## config.mk

```make
export PLATFORM = sky130hd
export DESIGN_NAME = vga_console_writer
export DESIGN_NICKNAME = d
export VERILOG_FILES = /design/src/rtl/vga_text_pkg.sv /design/src/rtl/vga_cursor_ctr.sv /design/src/rtl/vga_console_writer.sv
export SDC_FILE = /design/constraint.sdc
export NUM_CORES = 1
export LEC_CHECK = 0
export CAP_MARGIN = 25
export CORE_UTILIZATION = 55
export CTS_CLUSTER_DIAMETER = 30
export DETAILED_ROUTE_END_ITERATION = 16
export GPL_TIMING_DRIVEN = 1
export MAX_ROUTING_LAYER = met4
export PLACE_DENSITY = 0.86
export SYNTH_ARGS = -nofsm -noshare
export SYNTH_HDL_FRONTEND = slang
export SYNTH_SLANG_ARGS = --single-unit
```

## constraint.sdc

```tcl
create_clock -name clk_i -period 4.05 [get_ports clk_i]
set_input_delay 1.0125 -clock clk_i [delete_from_list [all_inputs] [get_ports clk_i]]
set_output_delay 1.0125 -clock clk_i [all_outputs]
set_load 0.005 [all_outputs]
```

## src/rtl/vga_text_pkg.sv

```systemverilog
// Shared constants for the VGA text console: geometry defaults, control bytes and FSM encodings.
package vga_text_pkg;

  localparam int unsigned COLS   = 80;
  localparam int unsigned ROWS   = 30;
  localparam int unsigned ADDR_W = 12;

  localparam logic [7:0] CH_SPACE = 8'h20;
  localparam logic [7:0] CH_LF    = 8'h0A;
  localparam logic [7:0] CH_CR    = 8'h0D;
  localparam logic [7:0] CH_BS    = 8'h08;
  localparam logic [7:0] CH_FF    = 8'h0C;

  localparam logic [1:0] StIdle    = 2'd0;
  localparam logic [1:0] StClrLine = 2'd1;
  localparam logic [1:0] StClrAll  = 2'd2;

  function automatic logic is_printable(input logic [7:0] b);
    return (b >= 8'h20) && (b <= 8'h7E);
  endfunction

endpackage

```

## src/rtl/vga_cursor_ctr.sv

```systemverilog
// Cursor position with an incrementally maintained row base, so addr = row*Cols + col needs no
// multiplier.
module vga_cursor_ctr
  import vga_text_pkg::*;
#(
  parameter int unsigned Cols  = COLS,
  parameter int unsigned Rows  = ROWS,
  parameter int unsigned AddrW = ADDR_W
) (
  input  logic             clk_i,
  input  logic             rst_ni,
  input  logic             home_i,
  input  logic             inc_i,
  input  logic             newline_i,
  input  logic             cr_i,
  input  logic             bs_i,
  output logic [6:0]       col_o,
  output logic [4:0]       row_o,
  output logic [AddrW-1:0] addr_o,
  output logic             col_last_o,
  output logic             at_home_o
);

  localparam logic [6:0]       ColLast = 7'(Cols - 1);
  localparam logic [4:0]       RowLast = 5'(Rows - 1);
  localparam logic [AddrW-1:0] ColsA   = AddrW'(Cols);

  logic [6:0]       col_q, col_d;
  logic [4:0]       row_q, row_d;
  logic [AddrW-1:0] base_q, base_d;

  assign col_last_o = (col_q == ColLast);
  assign at_home_o  = (col_q == 7'd0) && (row_q == 5'd0);
  assign col_o      = col_q;
  assign row_o      = row_q;
  assign addr_o     = base_q + AddrW'(col_q);

  always_comb begin
    col_d  = col_q;
    row_d  = row_q;
    base_d = base_q;
    if (home_i) begin
      col_d  = '0;
      row_d  = '0;
      base_d = '0;
    end else if (newline_i || (inc_i && col_last_o)) begin
      col_d = '0;
      if (row_q == RowLast) begin
        row_d  = '0;
        base_d = '0;
      end else begin
        row_d  = row_q + 5'd1;
        base_d = base_q + ColsA;
      end
    end else if (inc_i) begin
      col_d = col_q + 7'd1;
    end else if (cr_i) begin
      col_d = '0;
    end else if (bs_i) begin
      if (col_q != 7'd0) begin
        col_d = col_q - 7'd1;
      end else if (row_q != 5'd0) begin
        col_d  = ColLast;
        row_d  = row_q - 5'd1;
        base_d = base_q - ColsA;
      end
    end
  end

  always_ff @(posedge clk_i or negedge rst_ni) begin
    if (!rst_ni) begin
      col_q  <= '0;
      row_q  <= '0;
      base_q <= '0;
    end else begin
      col_q  <= col_d;
      row_q  <= row_d;
      base_q <= base_d;
    end
  end

endmodule

```

## src/rtl/vga_console_writer.sv

```systemverilog
// Byte-stream text console driving the display buffer write port; sweeps blanks on clear and on
// every row advance.
module vga_console_writer
  import vga_text_pkg::*;
#(
  parameter int unsigned Cols  = COLS,
  parameter int unsigned Rows  = ROWS,
  parameter int unsigned AddrW = ADDR_W
) (
  input  logic             clk_i,
  input  logic             rst_ni,
  input  logic             ch_valid_i,
  output logic             ch_ready_o,
  input  logic [7:0]       ch_data_i,
  input  logic             clr_req_i,
  output logic             busy_o,
  output logic [6:0]       cur_col_o,
  output logic [4:0]       cur_row_o,
  output logic             disp_wen_o,
  output logic [AddrW-1:0] disp_w_addr_o,
  output logic [7:0]       disp_w_data_o
);

  localparam logic [AddrW-1:0] LastCell = AddrW'(Cols * Rows - 1);
  localparam logic [AddrW-1:0] LastCol  = AddrW'(Cols - 1);

  logic [1:0]       state_q, state_d;
  logic [AddrW-1:0] sweep_q, sweep_d;
  logic             wen_q, wen_d;
  logic [AddrW-1:0] addr_q, addr_d;
  logic [7:0]       data_q, data_d;

  logic             home, inc, newline, cr, bs;
  logic [AddrW-1:0] cur_addr;
  logic             col_last, at_home;
  logic             accept;

  vga_cursor_ctr #(
    .Cols  (Cols),
    .Rows  (Rows),
    .AddrW (AddrW)
  ) u_cursor (
    .clk_i      (clk_i),
    .rst_ni     (rst_ni),
    .home_i     (home),
    .inc_i      (inc),
    .newline_i  (newline),
    .cr_i       (cr),
    .bs_i       (bs),
    .col_o      (cur_col_o),
    .row_o      (cur_row_o),
    .addr_o     (cur_addr),
    .col_last_o (col_last),
    .at_home_o  (at_home)
  );

  assign ch_ready_o = (state_q == StIdle) && !clr_req_i;
  assign accept     = ch_valid_i && ch_ready_o;
  assign busy_o     = (state_q != StIdle);

  always_comb begin
    state_d = state_q;
    sweep_d = sweep_q;
    wen_d   = 1'b0;
    addr_d  = addr_q;
    data_d  = data_q;
    home    = 1'b0;
    inc     = 1'b0;
    newline = 1'b0;
    cr      = 1'b0;
    bs      = 1'b0;
    // A clear request pre-empts everything, including an in-flight sweep write.
    if (clr_req_i) begin
      state_d = StClrAll;
      sweep_d = '0;
    end else begin
      case (state_q)
        StClrAll: begin
          wen_d  = 1'b1;
          addr_d = sweep_q;
          data_d = CH_SPACE;
          if (sweep_q == LastCell) begin
            state_d = StIdle;
            sweep_d = '0;
            home    = 1'b1;
          end else begin
            sweep_d = sweep_q + AddrW'(1);
          end
        end
        StClrLine: begin
          // Cursor sits at column 0 of the new row, so cur_addr is the row base.
          wen_d  = 1'b1;
          addr_d = cur_addr + sweep_q;
          data_d = CH_SPACE;
          if (sweep_q == LastCol) begin
            state_d = StIdle;
            sweep_d = '0;
          end else begin
            sweep_d = sweep_q + AddrW'(1);
          end
        end
        StIdle: begin
          if (accept) begin
            if (is_printable(ch_data_i)) begin
              wen_d  = 1'b1;
              addr_d = cur_addr;
              data_d = ch_data_i;
              inc    = 1'b1;
              if (col_last) state_d = StClrLine;
            end else begin
              case (ch_data_i)
                CH_LF: begin
                  newline = 1'b1;
                  state_d = StClrLine;
                end
                CH_CR: cr = 1'b1;
                CH_BS: begin
                  if (!at_home) begin
                    wen_d  = 1'b1;
                    addr_d = cur_addr - AddrW'(1);
                    data_d = CH_SPACE;
                    bs     = 1'b1;
                  end
                end
                CH_FF: begin
                  state_d = StClrAll;
                  sweep_d = '0;
                end
                default: ;
              endcase
            end
          end
        end
        default: begin
          state_d = StClrAll;
          sweep_d = '0;
        end
      endcase
    end
  end

  always_ff @(posedge clk_i or negedge rst_ni) begin
    if (!rst_ni) begin
      state_q <= StClrAll;
      sweep_q <= '0;
      wen_q   <= 1'b0;
      addr_q  <= '0;
      data_q  <= 8'h00;
    end else begin
      state_q <= state_d;
      sweep_q <= sweep_d;
      wen_q   <= wen_d;
      addr_q  <= addr_d;
      data_q  <= data_d;
    end
  end

  assign disp_wen_o    = wen_q;
  assign disp_w_addr_o = addr_q;
  assign disp_w_data_o = data_q;

endmodule

```

After elaboration in Yosys (flattened, before gate mapping)
Index checks and enable logic that the tools add are counted.
{"block": "classes", "n_addsub": 10, "n_lt_le_gt_ge": 2, "eq_ne": 23, "n_mux": 75, "bitwise": 1, "n_reduce_logical": 26}
{"op": "12-bit two-way mux", "n": 18}
{"op": "12-bit one-hot mux with 3 select lines", "n": 2}
{"op": "7-bit two-way mux", "n": 7}
{"op": "5-bit two-way mux", "n": 8}
{"op": "8-bit by 4-bit == test with 1-bit output (second input constant)", "n": 4}
{"op": "8-bit two-way mux", "n": 4}
{"op": "1-bit two-way mux", "n": 26}
{"op": "5-bit AND reduction", "n": 4}
{"op": "8-bit one-hot mux with 2 select lines", "n": 1}
{"op": "3-bit != test (second input constant)", "n": 5}
{"op": "12-bit by 1-bit adder with 12-bit output (second input constant)", "n": 1}
{"op": "12-bit adder", "n": 1}
{"op": "12-bit by 7-bit adder with 12-bit output", "n": 1}
{"op": "12-bit by 7-bit adder with 12-bit output (second input constant)", "n": 1}
{"op": "12-bit == test (second input constant)", "n": 1}
{"op": "12-bit by 7-bit == test with 1-bit output (second input constant)", "n": 1}
{"op": "2-bit two-way mux", "n": 6}
{"op": "3-bit by 2-bit != test with 1-bit output (second input constant)", "n": 4}
{"op": "12-bit by 1-bit subtractor with 12-bit output (second input constant)", "n": 1}
{"op": "12-bit by 7-bit subtractor with 12-bit output (second input constant)", "n": 1}
{"op": "5-bit nonzero test", "n": 2}
{"op": "3-bit nonzero test", "n": 3}
{"op": "8-bit by 6-bit greater-or-equal comparator with 1-bit output (second input constant)", "n": 1}
{"op": "8-bit by 7-bit less-or-equal comparator with 1-bit output (second input constant)", "n": 1}
{"op": "other kinds (28)", "n": 33}
{"block": "word_totals", "ff_bits": 59, "output_inout_bits": 35, "word_cells": 145}

Logic depth before layout (Yosys ltp)
{"block": "logic_depth", "ltp_word": 13, "ltp_mapped": 14}

Modules after synthesis
A second synthesis with hierarchy kept.
{"block": "unflattened", "hier_cells": 546, "hier_area_um2": 4626.9}
{"mod": "vga_console_writer", "n_inst": 1, "cells_each": 324, "area_each_um2": 2756.4}
{"mod": "vga_cursor_ctr", "n_inst": 1, "cells_each": 222, "area_each_um2": 1870.5}

Worst setup path after synthesis
OpenSTA, ideal clock, no wires.
{"block": "synth_timing", "path_kind": "input to register", "start": "in ch_data_i[7]", "end": "reg u_cursor.base_q[7]", "setup_time_ps": 65, "arrival_time_ps": 3046, "t_required_ps": 3985, "setup_slack_ps": 939, "path_stages": 6, "path_buffers": 0, "path_cell_list": "or4_4 -> nor4_1 -> nor3_4 -> and2_2 -> a2111oi_0 -> or3_1"}
{"block": "synth_between", "elab_chain_cells": 10, "word_cells_on_any_way": 35, "cone_classes": "2 x order compare; 6 x eq/ne; 21 x mux; 6 x reduce/logical"}
{"item": "from (decl)", "line_no": "vga_console_writer.sv:14", "rtl": "input logic [7:0] ch_data_i,"}
{"item": "8-bit by 6-bit greater-or-equal comparator with 1-bit output or 8-bit by 7-bit less-or-equal comparator with 1-bit output (tied branches)", "line_no": "vga_text_pkg.sv:19", "rtl": "return (b >= 8'h20) && (b <= 8'h7E);"}
{"item": "1-bit logical AND", "line_no": "vga_text_pkg.sv:19"}
{"item": "1-bit two-way mux", "line_no": "vga_console_writer.sv:104", "rtl": "if (is_printable(ch_data_i)) begin"}
{"item": "1-bit two-way mux", "line_no": "vga_console_writer.sv:103", "rtl": "if (accept) begin"}
{"item": "1-bit two-way mux", "line_no": "vga_console_writer.sv:77", "rtl": "case (state_q)"}
{"item": "1-bit two-way mux", "line_no": "vga_console_writer.sv:73", "rtl": "if (clr_req_i) begin"}
{"item": "1-bit logical AND", "line_no": "vga_cursor_ctr.sv:46", "rtl": "end else if (newline_i || (inc_i && col_last_o)) begin"}
{"item": "1-bit logical OR", "line_no": "vga_cursor_ctr.sv:46"}
{"item": "3-bit != test (no line), or another cell as far along"}
{"item": "5-bit AND reduction (no line) or 12-bit two-way mux (tied branches)"}
{"item": "to (signal assigned)", "line_no": "vga_cursor_ctr.sv:78", "rtl": "base_q <= base_d;"}
{"item": "to (decl)", "line_no": "vga_cursor_ctr.sv:30", "rtl": "logic [AddrW-1:0] base_q, base_d;"}
Several ways; a longest one is shown, not always the timed one.
A chain may end at the register's enable or synchronous reset.

Worst setup path in the final report
{"block": "layout_timing", "start": "reg u_cursor.col_q[5] (netlist: u_cursor.col_o[5])", "end": "reg addr_q[11] (netlist: disp_w_addr_o[11])"}
{"block": "layout_between", "elab_chain_cells": 7, "word_cells_on_any_way": 12, "cone_classes": "3 x add/sub; 1 x eq/ne; 5 x mux; 3 x reduce/logical"}
{"item": "from (decl)", "line_no": "vga_cursor_ctr.sv:28", "rtl": "logic [6:0] col_q, col_d;"}
{"item": "from (signal assigned)", "line_no": "vga_cursor_ctr.sv:76", "rtl": "col_q <= col_d;"}
{"item": "12-bit by 7-bit adder with 12-bit output", "line_no": "vga_cursor_ctr.sv:36", "rtl": "assign addr_o = base_q + AddrW'(col_q);"}
{"item": "12-bit by 1-bit subtractor with 12-bit output", "line_no": "vga_console_writer.sv:120", "rtl": "addr_d = cur_addr - AddrW'(1);"}
{"item": "12-bit two-way mux", "line_no": "vga_console_writer.sv:118", "rtl": "if (!at_home) begin"}
{"item": "12-bit two-way mux", "line_no": "vga_console_writer.sv:111", "rtl": "case (ch_data_i)"}
{"item": "12-bit two-way mux", "line_no": "vga_console_writer.sv:104"}
{"item": "12-bit two-way mux", "line_no": "vga_console_writer.sv:103"}
{"item": "12-bit one-hot mux with 3 select lines", "line_no": "vga_console_writer.sv:77"}
{"item": "to (signal assigned)", "line_no": "vga_console_writer.sv:153", "rtl": "addr_q <= addr_d;"}
{"item": "to (decl)", "line_no": "vga_console_writer.sv:30", "rtl": "logic [AddrW-1:0] addr_q, addr_d;"}
Several ways; a longest one is shown, not always the timed one. The select of a mux whose other input is x is not followed.

==> impl_results.md <==
* Status: complete, no violations
* First-pass GRT wire length at roughly 20,000 µm
* #FFs+latches synth at 55
* Power Total at approximately 2.5 mW
* Pin count of the biggest net entering global routing at 37
* Vias in the first global route at 4,292
* Reg2reg start: u_cursor.col_o[5]$_DFFE_PN0P_
* Crit path max fanout at 9
* Post-synth net total at 619
* Yosys cell types at 69
* First-pass DRT Iterations at 5
* Worst path slowest cell: dfrtp_1
* Setup Buffers After CTS at 0
* CTS tree: yes
* Final net count at roughly 660
* Sequential share of power at 0.319
* Syn Inst Count at 576
* Clock latency on the worst-skew pair at around 0.31 ns
* GPL Wtd Cong at 0.992
* Sequential area share after synthesis at 0.299
* Comb power frac at 0.529
* Die width at ~94 µm
* Synthesized area at 4610 µm²
* Vias per inst at approximately 6.5
* Post-DP HPWL at 9290 µm
* Critical R2R Capture: disp_w_addr_o[11]$_DFFE_PN0P_
* CP max stage delay at 0.50 ns
* CP startpoint kind: register
* Number of max-cap violations at 0
* Switching Share at 0.413
* Final Hold Fails at 0
* CTS max path bufs at 2
* CP most frequent cell: o21ai_0
* CP Cell Sequence: ha_1 > a21oi_1 > o21ai_0 > xnor2_1 > buf_4 > ha_1 > a21oi_1 > nand2_1 > o21ai_0 > o21ai_0 > xnor2_1 > nand2_1 > a31oi_1
* Detail Route Antenna Nets at 0
* P_sw at 1.04 mW
* Input/output buffers at 46
* Ant diodes at 0
* Syn Area/Cell at 8.01 µm²
* # IOs at 47
* Cells on Worst Hold Path at 1
* Post-Place Setup Slack at 0.261 ns
* Initial antenna violation count at 0
* FF-to-FF path depth at 13
* Global Route Usage Sum at 0.300
* Worst Skew at 0.00844 ns
* Cell-internal power at 1.49 mW
* Worst slew margin at 0.459
* Vias at 4,652
* Pwr dens at between 400 and 500 nW/µm²
* Worst setup margin at around 0.46 ns
* Cts hold-fix bufs at 0
* Final setup vio count at 0
* Routed wire length at 12,400 µm
* RSZ-0062 raised after global routing: false
* Leakage power at 2.20 nW
* Total negative slack at 0 ns
* Initial DRC Count at 354
* Clock root cell: clkbuf_8
* Tmin final at 3.59 ns
* Worst Path Arrival at 3.83 ns
* Clock power share at 0.153
* Htree depth at 2
* CTS buffer count at 5
* Layout Area Growth over Synthesis at 15.0%
* Register-to-register path setup slack at 0.46 ns
* Area post-placement at 5190 µm²
* Hold EP: disp_w_data_o[7]$_DFFE_PN0P_
* Worst Setup End Kind: register
* Starting Density at 0.564
* Final max-slew violation count at 0
* Routed WL per cell at 17.2 µm
* Die area at 8760 µm²
* Final Cell Area at approximately 5300 µm²
* Sink Count at 55
* Critical Path RT at 4.29 ns
* Chip height at slightly above 90 µm
* Peak supply drop at 0.192 mV
* EDFF count, synth at 0
* Worst-path clk slew at roughly 0.10 ns
* Hold crit path type: reg2reg
* FFs w/ async S/R, synth at 1.00
* Worst setup path class: reg2reg
* Fmax at 0.278 GHz
* Slew @ Worst Pin at between 0.8 and 0.9 ns
* Most used DFF post-synth: dfrtp_1
* CTS-repair resized insts at 0
* Worst hold start: disp_w_data_o[7]$_DFFE_PN0P_
* Share of cells above drive strength 1 at 0.0668
* Global route total overflow at 0
* Core area at 8180 µm²
* DRC at 0
* YS warnings at 0
* Period utilization at 0.887
* Num rows at 33
## layer usage
| metal | track usage | part of all wire | routed length [µm] |
|---|---|---|---|
| met1 | 0.396 | 0.43 | 5290 |
| met2 | 0.478 | 0.47 | 5810 |
| met3 | 0.0431 | 0.084 | 1040 |
| met4 | 0.0910 | 0.019 | 238 |
| met5 | - | 0 | 0 |
## synthesized netlist by cell type (all sizes together), types with 2 or more instances
cell	count	area, µm²
buf	8	48.8
clkbuf	22	82.6
nor4	9	56.3
xor2	13	114
nand2	46	189
a21o	5	37.5
inv	32	120
nand3b	5	37.5
or4	2	22.5
xnor2	19	166
o32ai	2	17.5
nand3	32	160
a21oi	41	205
o41ai	2	17.5
a2111oi	4	53.8
a32oi	2	17.5
o211ai	4	30.0
o21ai	56	280
a31o	2	17.5
nor2	52	195
nor3	21	116
a211o	5	43.8
dfrtp	54	1350
a211oi	11	100
a31oi	14	87.6
a22oi	13	97.6
and3	9	56.3
nand2b	7	43.8
ha	30	375
nor4b	3	41.3
or2	3	18.8
or3	3	23.8
nand4	9	56.3
o21bai	3	22.5
and2	5	32.5
mux2i	2	20.0
a221oi	4	35.0
o2111ai	2	17.5
## cells by family (layout without fill, tap and decap cells)
group,count (synthesis),count (layout),share of synthesized area
flops,55,55,0.299
mux,3,3,0.00678
fa+ha+maj,31,31,0.0857
buf+inv,62,100,0.0545
compound gates,180,180,0.254
other cells,1,1,0.000813
xor+xnor,32,32,0.0607
simple gates,212,212,0.239
## placed cells by master, fill, tap and decap left out, types with 13 or more instances in the layout
cell             synthesis  layout
dfrtp_1                 54      54
buf_4                    1      13
xnor2_1                 19      19
o21ai_0                 54      54
a31oi_1                 14      14
clkdlybuf4s50_1          0      45
a22oi_1                 13      13
xor2_1                  13      13
a21oi_1                 41      41
nand3_1                 32      32
ha_1                    30      30
nor2_1                  52      52
nand2_1                 45      45
nor3_1                  20      20
inv_1                   32      32
## worst max path at each step
stage,start,to,slack (ns),depth (start not counted)
finish,u_cursor.col_o[5]$_DFFE_PN0P_,disp_w_addr_o[11]$_DFFE_PN0P_,0.46,13
CTS,u_cursor.col_o[5]$_DFFE_PN0P_,disp_w_addr_o[11]$_DFFE_PN0P_,0.56,13
detailed placement,ch_data_i[6],u_cursor.row_o[4]$_DFFE_PN0P_,0.26,9
global placement,ch_data_i[6],u_cursor.row_o[4]$_DFFE_PN0P_,0.35,9
floorplan,ch_data_i[7],u_cursor.base_q[7]$_DFFE_PN0P_,0.94,6
global route,u_cursor.col_o[5]$_DFFE_PN0P_,disp_w_addr_o[11]$_DFFE_PN0P_,0.17,13
## power by group through the flow
stage / logic, mW / clock network, mW / registers, mW
floorplan: 0.823 / 0 / 0.787
global placement: 1.27 / 0 / 0.808
detailed placement: 1.31 / 0 / 0.815
CTS: 1.32 / 0.394 / 0.803
global route: 1.47 / 0.413 / 0.823
finish: 1.34 / 0.386 / 0.807
## registers in the layout, summed over array words and instances, names as in the netlist
register,count
u_cursor.col_o,7
disp_w_addr_o,12
u_cursor.base_q,8
state_q,2
sweep_q,12
u_cursor.row_o,5
disp_w_data_o,8
disp_wen_o,1
## area by class of cell
| type | count | area, µm² |
|---|---|---|
| multi-input combinational | 459 | 2990 |
| fill | 655 | 2870 |
| sequential | 55 | 1380 |
| timing repair buffer | 60 | 573 |
| tap | 105 | 131 |
| inverter | 32 | 120 |
| clock buffer | 6 | 82.6 |
| clock inverter | 2 | 35.0 |
## worst max-delay path, delay by kind of cell (launching register included)
| kind | cells | cell delay [ns] |
|---|---|---|
| compound gates | 6 | 1.53 |
| xor+xnor | 2 | 0.41 |
| fa+ha+maj | 2 | 0.76 |
| buf+inv | 1 | 0.18 |
| flops | 1 | 0.50 |
| simple gates | 2 | 0.15 |
## metrics by stage
stage,cells,hold WS (ns),util
floorplan,576,0.478,-
global placement,711,0.495,0.635
detailed placement,711,0.505,0.635
CTS,719,0.529,0.649
global route,719,0.546,0.649
finish,719,0.520,0.649
(Power assumes the default switching activity.)
